**src/rtl/dsp_mac_pipe.sv**
```systemverilog
// Pipelined multiply-accumulate: optional input register, product register, accumulator register.
// Per-sample signedness and accumulate mode travel down the pipe with their data.
module dsp_mac_pipe #(
    parameter int A_WIDTH   = 20,
    parameter int B_WIDTH   = 18,
    parameter int ACC_WIDTH = 48,
    parameter int REG_IN    = 1
) (
    input  logic                 clock0,
    input  logic                 reset,
    input  logic                 in_valid,
    input  logic [A_WIDTH-1:0]   a,
    input  logic [B_WIDTH-1:0]   b,
    input  logic [2:0]           feedback,
    input  logic                 unsigned_a,
    input  logic                 unsigned_b,
    output logic                 out_valid,
    output logic [ACC_WIDTH-1:0] z,
    output logic                 overflow,
    output logic                 parity
);

    localparam int MSB = ACC_WIDTH - 1;

    if (ACC_WIDTH < A_WIDTH + B_WIDTH) begin : g_bad_acc_width
        $error("dsp_mac_pipe: ACC_WIDTH must be at least A_WIDTH+B_WIDTH");
    end
    if (A_WIDTH < 2 || B_WIDTH < 2) begin : g_bad_operand_width
        $error("dsp_mac_pipe: operand widths must be at least 2");
    end

    // Stage 0 outputs (registered or straight from the ports)
    logic                 w_s0_valid;
    logic [A_WIDTH-1:0]   w_s0_a;
    logic [B_WIDTH-1:0]   w_s0_b;
    logic [2:0]           w_s0_fb;
    logic                 w_s0_ua;
    logic                 w_s0_ub;

    if (REG_IN != 0) begin : g_in_reg
        logic               r_valid;
        logic [A_WIDTH-1:0] r_a;
        logic [B_WIDTH-1:0] r_b;
        logic [2:0]         r_fb;
        logic               r_ua;
        logic               r_ub;

        always_ff @(posedge clock0 or negedge reset) begin
            if (!reset) begin
                r_valid <= 1'b0;
                r_a     <= '0;
                r_b     <= '0;
                r_fb    <= '0;
                r_ua    <= 1'b0;
                r_ub    <= 1'b0;
            end else begin
                r_valid <= in_valid;
                r_a     <= a;
                r_b     <= b;
                r_fb    <= feedback;
                r_ua    <= unsigned_a;
                r_ub    <= unsigned_b;
            end
        end

        assign w_s0_valid = r_valid;
        assign w_s0_a     = r_a;
        assign w_s0_b     = r_b;
        assign w_s0_fb    = r_fb;
        assign w_s0_ua    = r_ua;
        assign w_s0_ub    = r_ub;
    end else begin : g_in_bypass
        assign w_s0_valid = in_valid;
        assign w_s0_a     = a;
        assign w_s0_b     = b;
        assign w_s0_fb    = feedback;
        assign w_s0_ua    = unsigned_a;
        assign w_s0_ub    = unsigned_b;
    end

    // One extra bit per operand lets a single signed multiply cover all sign modes.
    logic signed [A_WIDTH:0]   w_a_ext;
    logic signed [B_WIDTH:0]   w_b_ext;
    logic [ACC_WIDTH-1:0]      w_p;

    assign w_a_ext = {~w_s0_ua & w_s0_a[A_WIDTH-1], w_s0_a};
    assign w_b_ext = {~w_s0_ub & w_s0_b[B_WIDTH-1], w_s0_b};
    // Sign-extending before the multiply gives the exact product modulo 2^ACC_WIDTH.
    assign w_p = ACC_WIDTH'(w_a_ext) * ACC_WIDTH'(w_b_ext);

    logic                 r_s1_valid;
    logic [ACC_WIDTH-1:0] r_s1_p;
    logic [2:0]           r_s1_fb;

    always_ff @(posedge clock0 or negedge reset) begin
        if (!reset) begin
            r_s1_valid <= 1'b0;
            r_s1_p     <= '0;
            r_s1_fb    <= '0;
        end else begin
            r_s1_valid <= w_s0_valid;
            r_s1_p     <= w_p;
            r_s1_fb    <= w_s0_fb;
        end
    end

    logic [ACC_WIDTH-1:0] r_acc;
    logic                 r_ovf;
    logic                 r_out_valid;
    logic [ACC_WIDTH-1:0] w_sum;
    logic [ACC_WIDTH-1:0] w_diff;
    logic                 w_ovf_add;
    logic                 w_ovf_sub;
    logic [ACC_WIDTH-1:0] w_acc_nxt;
    logic                 w_ovf_nxt;

    assign w_sum     = r_acc + r_s1_p;
    assign w_diff    = r_acc - r_s1_p;
    assign w_ovf_add = (r_acc[MSB] == r_s1_p[MSB]) && (w_sum[MSB] != r_acc[MSB]);
    assign w_ovf_sub = (r_acc[MSB] != r_s1_p[MSB]) && (w_diff[MSB] != r_acc[MSB]);

    always_comb begin
        w_acc_nxt = r_acc;
        w_ovf_nxt = r_ovf;
        if (r_s1_valid) begin
            case (r_s1_fb)
                3'b001: begin
                    w_acc_nxt = w_sum;
                    w_ovf_nxt = r_ovf | w_ovf_add;
                end
                3'b010: begin
                    w_acc_nxt = w_diff;
                    w_ovf_nxt = r_ovf | w_ovf_sub;
                end
                3'b011: begin
                    w_acc_nxt = r_acc;
                    w_ovf_nxt = r_ovf;
                end
                default: begin
                    w_acc_nxt = r_s1_p;
                    w_ovf_nxt = 1'b0;
                end
            endcase
        end
    end

    always_ff @(posedge clock0 or negedge reset) begin
        if (!reset) begin
            r_acc       <= '0;
            r_ovf       <= 1'b0;
            r_out_valid <= 1'b0;
        end else begin
            r_acc       <= w_acc_nxt;
            r_ovf       <= w_ovf_nxt;
            r_out_valid <= r_s1_valid;
        end
    end

    assign z         = r_acc;
    assign overflow  = r_ovf;
    assign out_valid = r_out_valid;
    assign parity    = ^r_acc;

endmodule
```
**config.mk**
```make
export PLATFORM = sky130hd
export DESIGN_NAME = dsp_mac_pipe
export DESIGN_NICKNAME = d
export VERILOG_FILES = /design/src/rtl/dsp_mac_pipe.sv
export SDC_FILE = /design/constraint.sdc
export NUM_CORES = 1
export LEC_CHECK = 0
export ABC_AREA = 1
export BUFFER_PORTS_ARGS = -buffer_cell sky130_fd_sc_hd__buf_2
export CORE_ASPECT_RATIO = 0.5
export CORE_MARGIN = 10
export CORE_UTILIZATION = 50
export DETAILED_ROUTE_END_ITERATION = 8
export PLACE_DENSITY = 0.66
export SETUP_SLACK_MARGIN = 0.1
export SYNTH_ARGS = -nofsm -noshare
export SYNTH_HDL_FRONTEND = slang
export SYNTH_SLANG_ARGS = --single-unit
```
**constraint.sdc**
```tcl
create_clock -name clock0 -period 7.45 [get_ports clock0]
set_input_delay 1.49 -clock clock0 [delete_from_list [all_inputs] [get_ports clock0]]
set_output_delay 1.49 -clock clock0 [all_outputs]
set_load 0.05 [all_outputs]
```
== After elaboration in Yosys (flattened, before gate mapping) ==
Cells that the tools add are included.
Word-level totals
  word-level logic and storage cells: 35
  register bits after elaboration: 138
  memories: 0
  ROM bits: 0
  bits in latches: 0
  memory bits (writable): 0
  output and inout port bits: 51
  input port bits: 46
Cells by class
  divide/modulo/power cells: 0
  add/sub/neg operators: 2
  $lt $le $gt $ge: 0
  multipliers: 1
  shift operators: 0
  mux-type cells: 2
  equal/unequal tests: 7
  bitwise logic cells: 7
  reduce and logical (&&, ||, !) cells: 4
Operators with widths (number)
  48-bit one-hot mux with 3 select lines: 1
  48-bit adder: 1
  48-bit parity: 1
  48-bit subtractor: 1
  21-bit by 19-bit multiplier with 40-bit output: 1
  3-bit by 2-bit equality test with 1-bit output (second input constant): 2
  3-bit by 1-bit equality test with 1-bit output (second input constant): 1
  1-bit != test: 3
  1-bit NOT: 3
  1-bit one-hot mux with 3 select lines: 1
  1-bit bitwise AND: 2
  1-bit logical AND: 2
  1-bit bitwise OR: 2
  2-bit AND reduction: 1
  1-bit equality test: 1

== Logic depth before layout (Yosys ltp) ==
  word-level depth: 5
  mapped depth: 31
  gate-level depth less buffers: 29

== Worst setup path after synthesis ==
OpenSTA, ideal clock, no wires.
  path kind: flip-flop to flip-flop
  start point: register g_in_reg.r_a[19]
  end point: register r_s1_p[38]
  setup time: 79 ps
  arrival: 6146 ps
  buffers on the path: 2
  cell stages (with the launch flop): 26
  path slack: 1225 ps
  path through: dfrtp_1 -> clkbuf_1 -> buf_1 -> nand2_1 -> nor2_1 -> fa_1 -> inv_1 -> fa_1 -> inv_1 -> fa_1 -> inv_1 -> fa_1 -> inv_1 -> fa_1 -> inv_1 -> fa_1 -> inv_1 -> ha_1 -> ha_1 -> nand2_1 -> nor2_1 -> inv_1 -> nor4_1 -> o21ai_0 -> nand3_1 -> xor2_1
Between the ends
  word-level cells in the longest chain between the ends: 2
RTL lines
  from (decl): line 42  | logic [A_WIDTH-1:0] r_a;
  from (signal assigned): line 51  | r_a <= '0;
  from (signal assigned): line 58  | r_a <= a;
  1-bit bitwise AND: line 86  | assign w_a_ext = {~w_s0_ua & w_s0_a[A_WIDTH-1], w_s0_a};
  21-bit by 19-bit multiplier with 40-bit output (*): line 89  | assign w_p = ACC_WIDTH'(w_a_ext) * ACC_WIDTH'(w_b_ext);
  via w_p[38]: line 84  | logic [ACC_WIDTH-1:0] w_p;
  to (signal assigned): line 102  | r_s1_p <= w_p;
  to (decl): line 92  | logic [ACC_WIDTH-1:0] r_s1_p;
Mark *: on every way through the listed nets, which the timed path passes. The rest lies on a longest branch.
A chain may end at the register's enable or synchronous reset.

== Worst setup path after layout ==
  start point: register g_in_reg.r_b[5]
  end point: register r_s1_p[38]
Between the ends
  word-level cells in the longest chain between the ends: 1
RTL lines
  from (decl): line 43  | logic [B_WIDTH-1:0] r_b;
  from (signal assigned): line 52  | r_b <= '0;
  from (signal assigned): line 59  | r_b <= b;
  21-bit by 19-bit multiplier with 40-bit output: line 89
  via w_p[38]: line 84
The timed path passes the listed nets, and every way through them passes these cells.

==> metrics <==
number of global-route vias before repair 26,500; number of distinct library cells after synthesis between 40 and 50; clock latency of the later-clocked register in the worst-skew pair a little over 500 ps; biggest area consumer among synthesized cells sky130_fd_sc_hd__fa_1; FP Rows a little over 60; final critical-path share of the clock period about nine tenths; post-synthesis sequential area ratio a little under an eighth; Data required, critical path between 7000 and 8000 ps; EDFF count, synth 0; routability-driven placement congestion ratio 1.03; maximum fanout encountered on the critical timing path 11; y dimension of the die roughly 190 um; category of the critical setup timing path reg2reg; Post-Synthesis Mean Instance Area 6.88 sq um; fraction of final layout cells with drive strength greater than 1 roughly 6.6%; overflow left after global routing 0; # nets final a little under 5,000; Worst Max-Slew Pin Slew 1110 ps; Std-Cell Core Area 57,600 sq um; worst setup path start g_in_reg.r_b[5]$_DFF_PN0_; reg-to-reg critical path startpoint g_in_reg.r_b[5]$_DFF_PN0_; Final setup violation count 0; Die X-Extent between 300 and 400 um; Final Util approximately 54%; cell count after synthesis 4,260; post-detailed-placement cell area ~30,000 sq um; detailed-route DRC error count 0; Die Outline Area 69,200 sq um; post-detailed-route count of antenna-violating nets 0; Hold Startpoint g_in_reg.r_fb[1]$_DFF_PN0_; Initial Utilization 50.8%; maximum number of pins on one net before global-route repair just over 70; most frequently used flop master after synthesis sky130_fd_sc_hd__dfrtp_1; count of warnings emitted by yosys 0; register clock-pin slew on the reported worst setup and hold paths about 80 ps; simple-gate portion of the synthesized area 25.6%; vias post-DR 26,900; Port Buffer Count 96; mux share of post-synthesis cell area 0%; I/O pins 97; initial antenna violation count 3; critical path launch point type flip-flop; worst hold slack between 300 and 400 ps; number of max-cap violations 0; classification of the worst-slack hold path reg2reg; deepest level of the CTS H-tree 4; Synth Area in Adders 36.7%; Root Driver sky130_fd_sc_hd__clkbuf_16; setup_tns 0 ps; clock tree from TritonCTS yes; area fraction of the dominant cell type after synthesis 27.7%; number of buffers created by CTS 17; fill cell total of the finished layout 5,854; capturing element type of the critical path flip-flop; top area cells in the synthesized netlist sky130_fd_sc_hd__fa_1 (28%), sky130_fd_sc_hd__nand2_1 (15%), sky130_fd_sc_hd__inv_1 (14%); Via-to-Cell Ratio approximately 5.3; shortest period the worst path allows around 7000 ps; outcome completed; Peak Freq 147 MHz; final hold violation count 0; first-pass GRT wire length ~160,000 um; half-perimeter wire length after detailed placement between 80,000 and 90,000 um; async set or reset register ratio after synthesis 100%; first-pass iteration count of the detailed router 6; final instance area between 30,000 and 40,000 sq um; number of post-CTS setup repair buffers 0; Pins Over Slew Limit 0; RSZ-0062 raised after global routing no; remaining max-slew budget at the tightest pin 25.8%; overall global routing resource usage 31.3%; Post-Synthesis Net Count between 4,000 and 5,000; post-route clock skew a little under 30 ps; post-synthesis compound-gate area fraction 6.38%; average wire length per cell after detail routing 21.2 um; Crit path arrival time 7240 ps; Area Growth Syn to Fin 5.83%; 1st-iter DRT viols approximately 2,700; Syn Std Cell Area 29,300 sq um; fraction of synthesized cell area in xor and xnor cells under 10%; combinational family with the most area after synthesis adder cells; worst-case clock buffer depth 2; register bit total from synthesis 138; clock sink total approximately 140; Routed Wire Length ~110,000 um
[placed cells by master (no fill, tap or decap), types with 6 or more instances in the layout]
cell,synthesis,routed
sky130_fd_sc_hd__buf_4,18,45
sky130_fd_sc_hd__inv_2,15,15
sky130_fd_sc_hd__nand3_1,191,191
sky130_fd_sc_hd__o21ai_1,6,6
sky130_fd_sc_hd__a31oi_1,9,9
sky130_fd_sc_hd__nor2_1,274,274
sky130_fd_sc_hd__ha_1,211,211
sky130_fd_sc_hd__o21ai_0,126,126
sky130_fd_sc_hd__o2111ai_1,7,7
sky130_fd_sc_hd__a21oi_2,6,6
sky130_fd_sc_hd__o21bai_1,18,18
sky130_fd_sc_hd__clkbuf_16,0,17
sky130_fd_sc_hd__nor3_1,18,17
sky130_fd_sc_hd__nand2_1,1198,1197
sky130_fd_sc_hd__xor2_1,46,46
sky130_fd_sc_hd__nor2_2,31,31
sky130_fd_sc_hd__buf_2,14,95
sky130_fd_sc_hd__dfrtp_1,138,138
sky130_fd_sc_hd__inv_1,1104,1104
sky130_fd_sc_hd__fa_1,405,404
sky130_fd_sc_hd__or2_2,17,17
sky130_fd_sc_hd__nand4_1,44,44
sky130_fd_sc_hd__a21oi_1,137,137
sky130_fd_sc_hd__nand2_2,18,19
sky130_fd_sc_hd__xnor2_1,49,49
sky130_fd_sc_hd__nor2_4,6,6
[per-stage QoR]
| step | instances | setup slack [ps] |
|---|---|---|
| 2_1_floorplan | 4260 | 1220 |
| 3_3_place_gp | 5031 | 694 |
| 3_5_place_dp | 5031 | 605 |
| 4_1_cts | 5063 | 567 |
| 5_1_grt | 5063 | 169 |
| 6_report | 5064 | 640 |
[final cells by class]
cell class              instances  area, sq um  share of cell area, %
clock inverters                15          178                  0.573
well taps                     768          961                   3.10
clock buffers                  17          425                   1.37
flip-flops and latches        138         3450                   11.1
multi-input cells            2863        20900                   67.6
inverters                    1121         4210                   13.6
diodes                          1         2.50                0.00807
repair buffers                141          825                   2.66
[path summary, 6_finish.rpt]
check	endpoint	slack [ps]	cells after the start
max	r_s1_p[38]$_DFF_PN0_	640	20
min	r_s1_fb[1]$_DFF_PN0_	350	0
max reg2reg	r_s1_p[38]$_DFF_PN0_	640	20
min reg2reg	r_s1_fb[1]$_DFF_PN0_	350	0
max in group asynchronous	r_s1_p[23]$_DFF_PN0_	4820	2
min in group asynchronous	g_in_reg.r_b[10]$_DFF_PN0_	1090	1
[logic make-up (layout without fill, tap and decap cells)]
kind of cell    count (synthesis)  after routing
simple gates                 1816           1816
buf+inv                      1259           1294
fa+ha+maj                     616            616
compound gates                336            336
flops                         138            138
xor+xnor                       95             95
other cells                     0              1
[metal layers]
layer / track usage, % / part of all wire [%] / up-vias / routed length (um)
met2: 48.2 / 43 / 1146 / 46100
met1: 44.7 / 46 / 13100 / 49100
met3: 5.59 / 8.5 / 146 / 9080
met5: 0 / 0 / - / 0
met4: 9.09 / 2.8 / 0 / 3030
li1: - / - / 12500 / -
[state kept, by name (all words and copies together), names as in the netlist]
signal            cells
out_valid             1
g_in_reg.r_fb         3
g_in_reg.r_a         20
overflow              1
r_s1_p               40
g_in_reg.r_ua         1
r_s1_fb               3
z                    48
g_in_reg.r_b         18
r_s1_valid            1
g_in_reg.r_ub         1
g_in_reg.r_valid      1
[Yosys cell counts (3+ instances only)]
cell                        count
sky130_fd_sc_hd__a21boi_0       4
sky130_fd_sc_hd__a21o_1         5
sky130_fd_sc_hd__a21oi_1      137
sky130_fd_sc_hd__a21oi_2        6
sky130_fd_sc_hd__a31oi_1        9
sky130_fd_sc_hd__and2_1         3
sky130_fd_sc_hd__buf_1          9
sky130_fd_sc_hd__buf_2         14
sky130_fd_sc_hd__buf_4         18
sky130_fd_sc_hd__buf_6         11
sky130_fd_sc_hd__clkbuf_1      85
sky130_fd_sc_hd__dfrtp_1      138
sky130_fd_sc_hd__fa_1         405
sky130_fd_sc_hd__ha_1         211
sky130_fd_sc_hd__inv_1       1104
sky130_fd_sc_hd__inv_2         15
sky130_fd_sc_hd__nand2_1     1198
sky130_fd_sc_hd__nand2_2       18
sky130_fd_sc_hd__nand3_1      191
sky130_fd_sc_hd__nand3_2        4
sky130_fd_sc_hd__nand3b_1       4
sky130_fd_sc_hd__nand4_1       44
sky130_fd_sc_hd__nor2_1       274
sky130_fd_sc_hd__nor2_2        31
sky130_fd_sc_hd__nor2_4         6
sky130_fd_sc_hd__nor3_1        18
sky130_fd_sc_hd__nor3_2         4
sky130_fd_sc_hd__o2111ai_1      7
sky130_fd_sc_hd__o211ai_1       4
sky130_fd_sc_hd__o21ai_0      126
sky130_fd_sc_hd__o21ai_1        6
sky130_fd_sc_hd__o21bai_1      18
sky130_fd_sc_hd__o221ai_1       3
sky130_fd_sc_hd__o22ai_1        4
sky130_fd_sc_hd__or2_2         17
sky130_fd_sc_hd__xnor2_1       49
sky130_fd_sc_hd__xor2_1        46
[worst max-delay path, stage by stage (launching register included)]
cell                      delay [ps]
sky130_fd_sc_hd__dfrtp_1         710
sky130_fd_sc_hd__buf_4           320
sky130_fd_sc_hd__nand2_1         120
sky130_fd_sc_hd__nor2_1          260
sky130_fd_sc_hd__fa_1            530
sky130_fd_sc_hd__fa_1            500
sky130_fd_sc_hd__inv_1           320
sky130_fd_sc_hd__fa_1            530
sky130_fd_sc_hd__fa_1            590
sky130_fd_sc_hd__fa_1            440
sky130_fd_sc_hd__fa_1            490
sky130_fd_sc_hd__inv_1            40
sky130_fd_sc_hd__ha_1            270
sky130_fd_sc_hd__ha_1            410
sky130_fd_sc_hd__nand2_1         120
sky130_fd_sc_hd__nor2_1          150
sky130_fd_sc_hd__inv_1            80
sky130_fd_sc_hd__nor4_1          400
sky130_fd_sc_hd__o21ai_0         150
sky130_fd_sc_hd__nand3_1         120
sky130_fd_sc_hd__xor2_1          150
[what timing repair did]
| action | in CTS | in global routing |
|---|---|---|
| setup endpoints to repair | 0 | 2 |
| hold buffers | 0 | 0 |
| gates resized for setup | 0 | 1 |
Power is not shown: default switching activity piles up to over one toggle a cycle in this logic, so the estimate is an artifact.
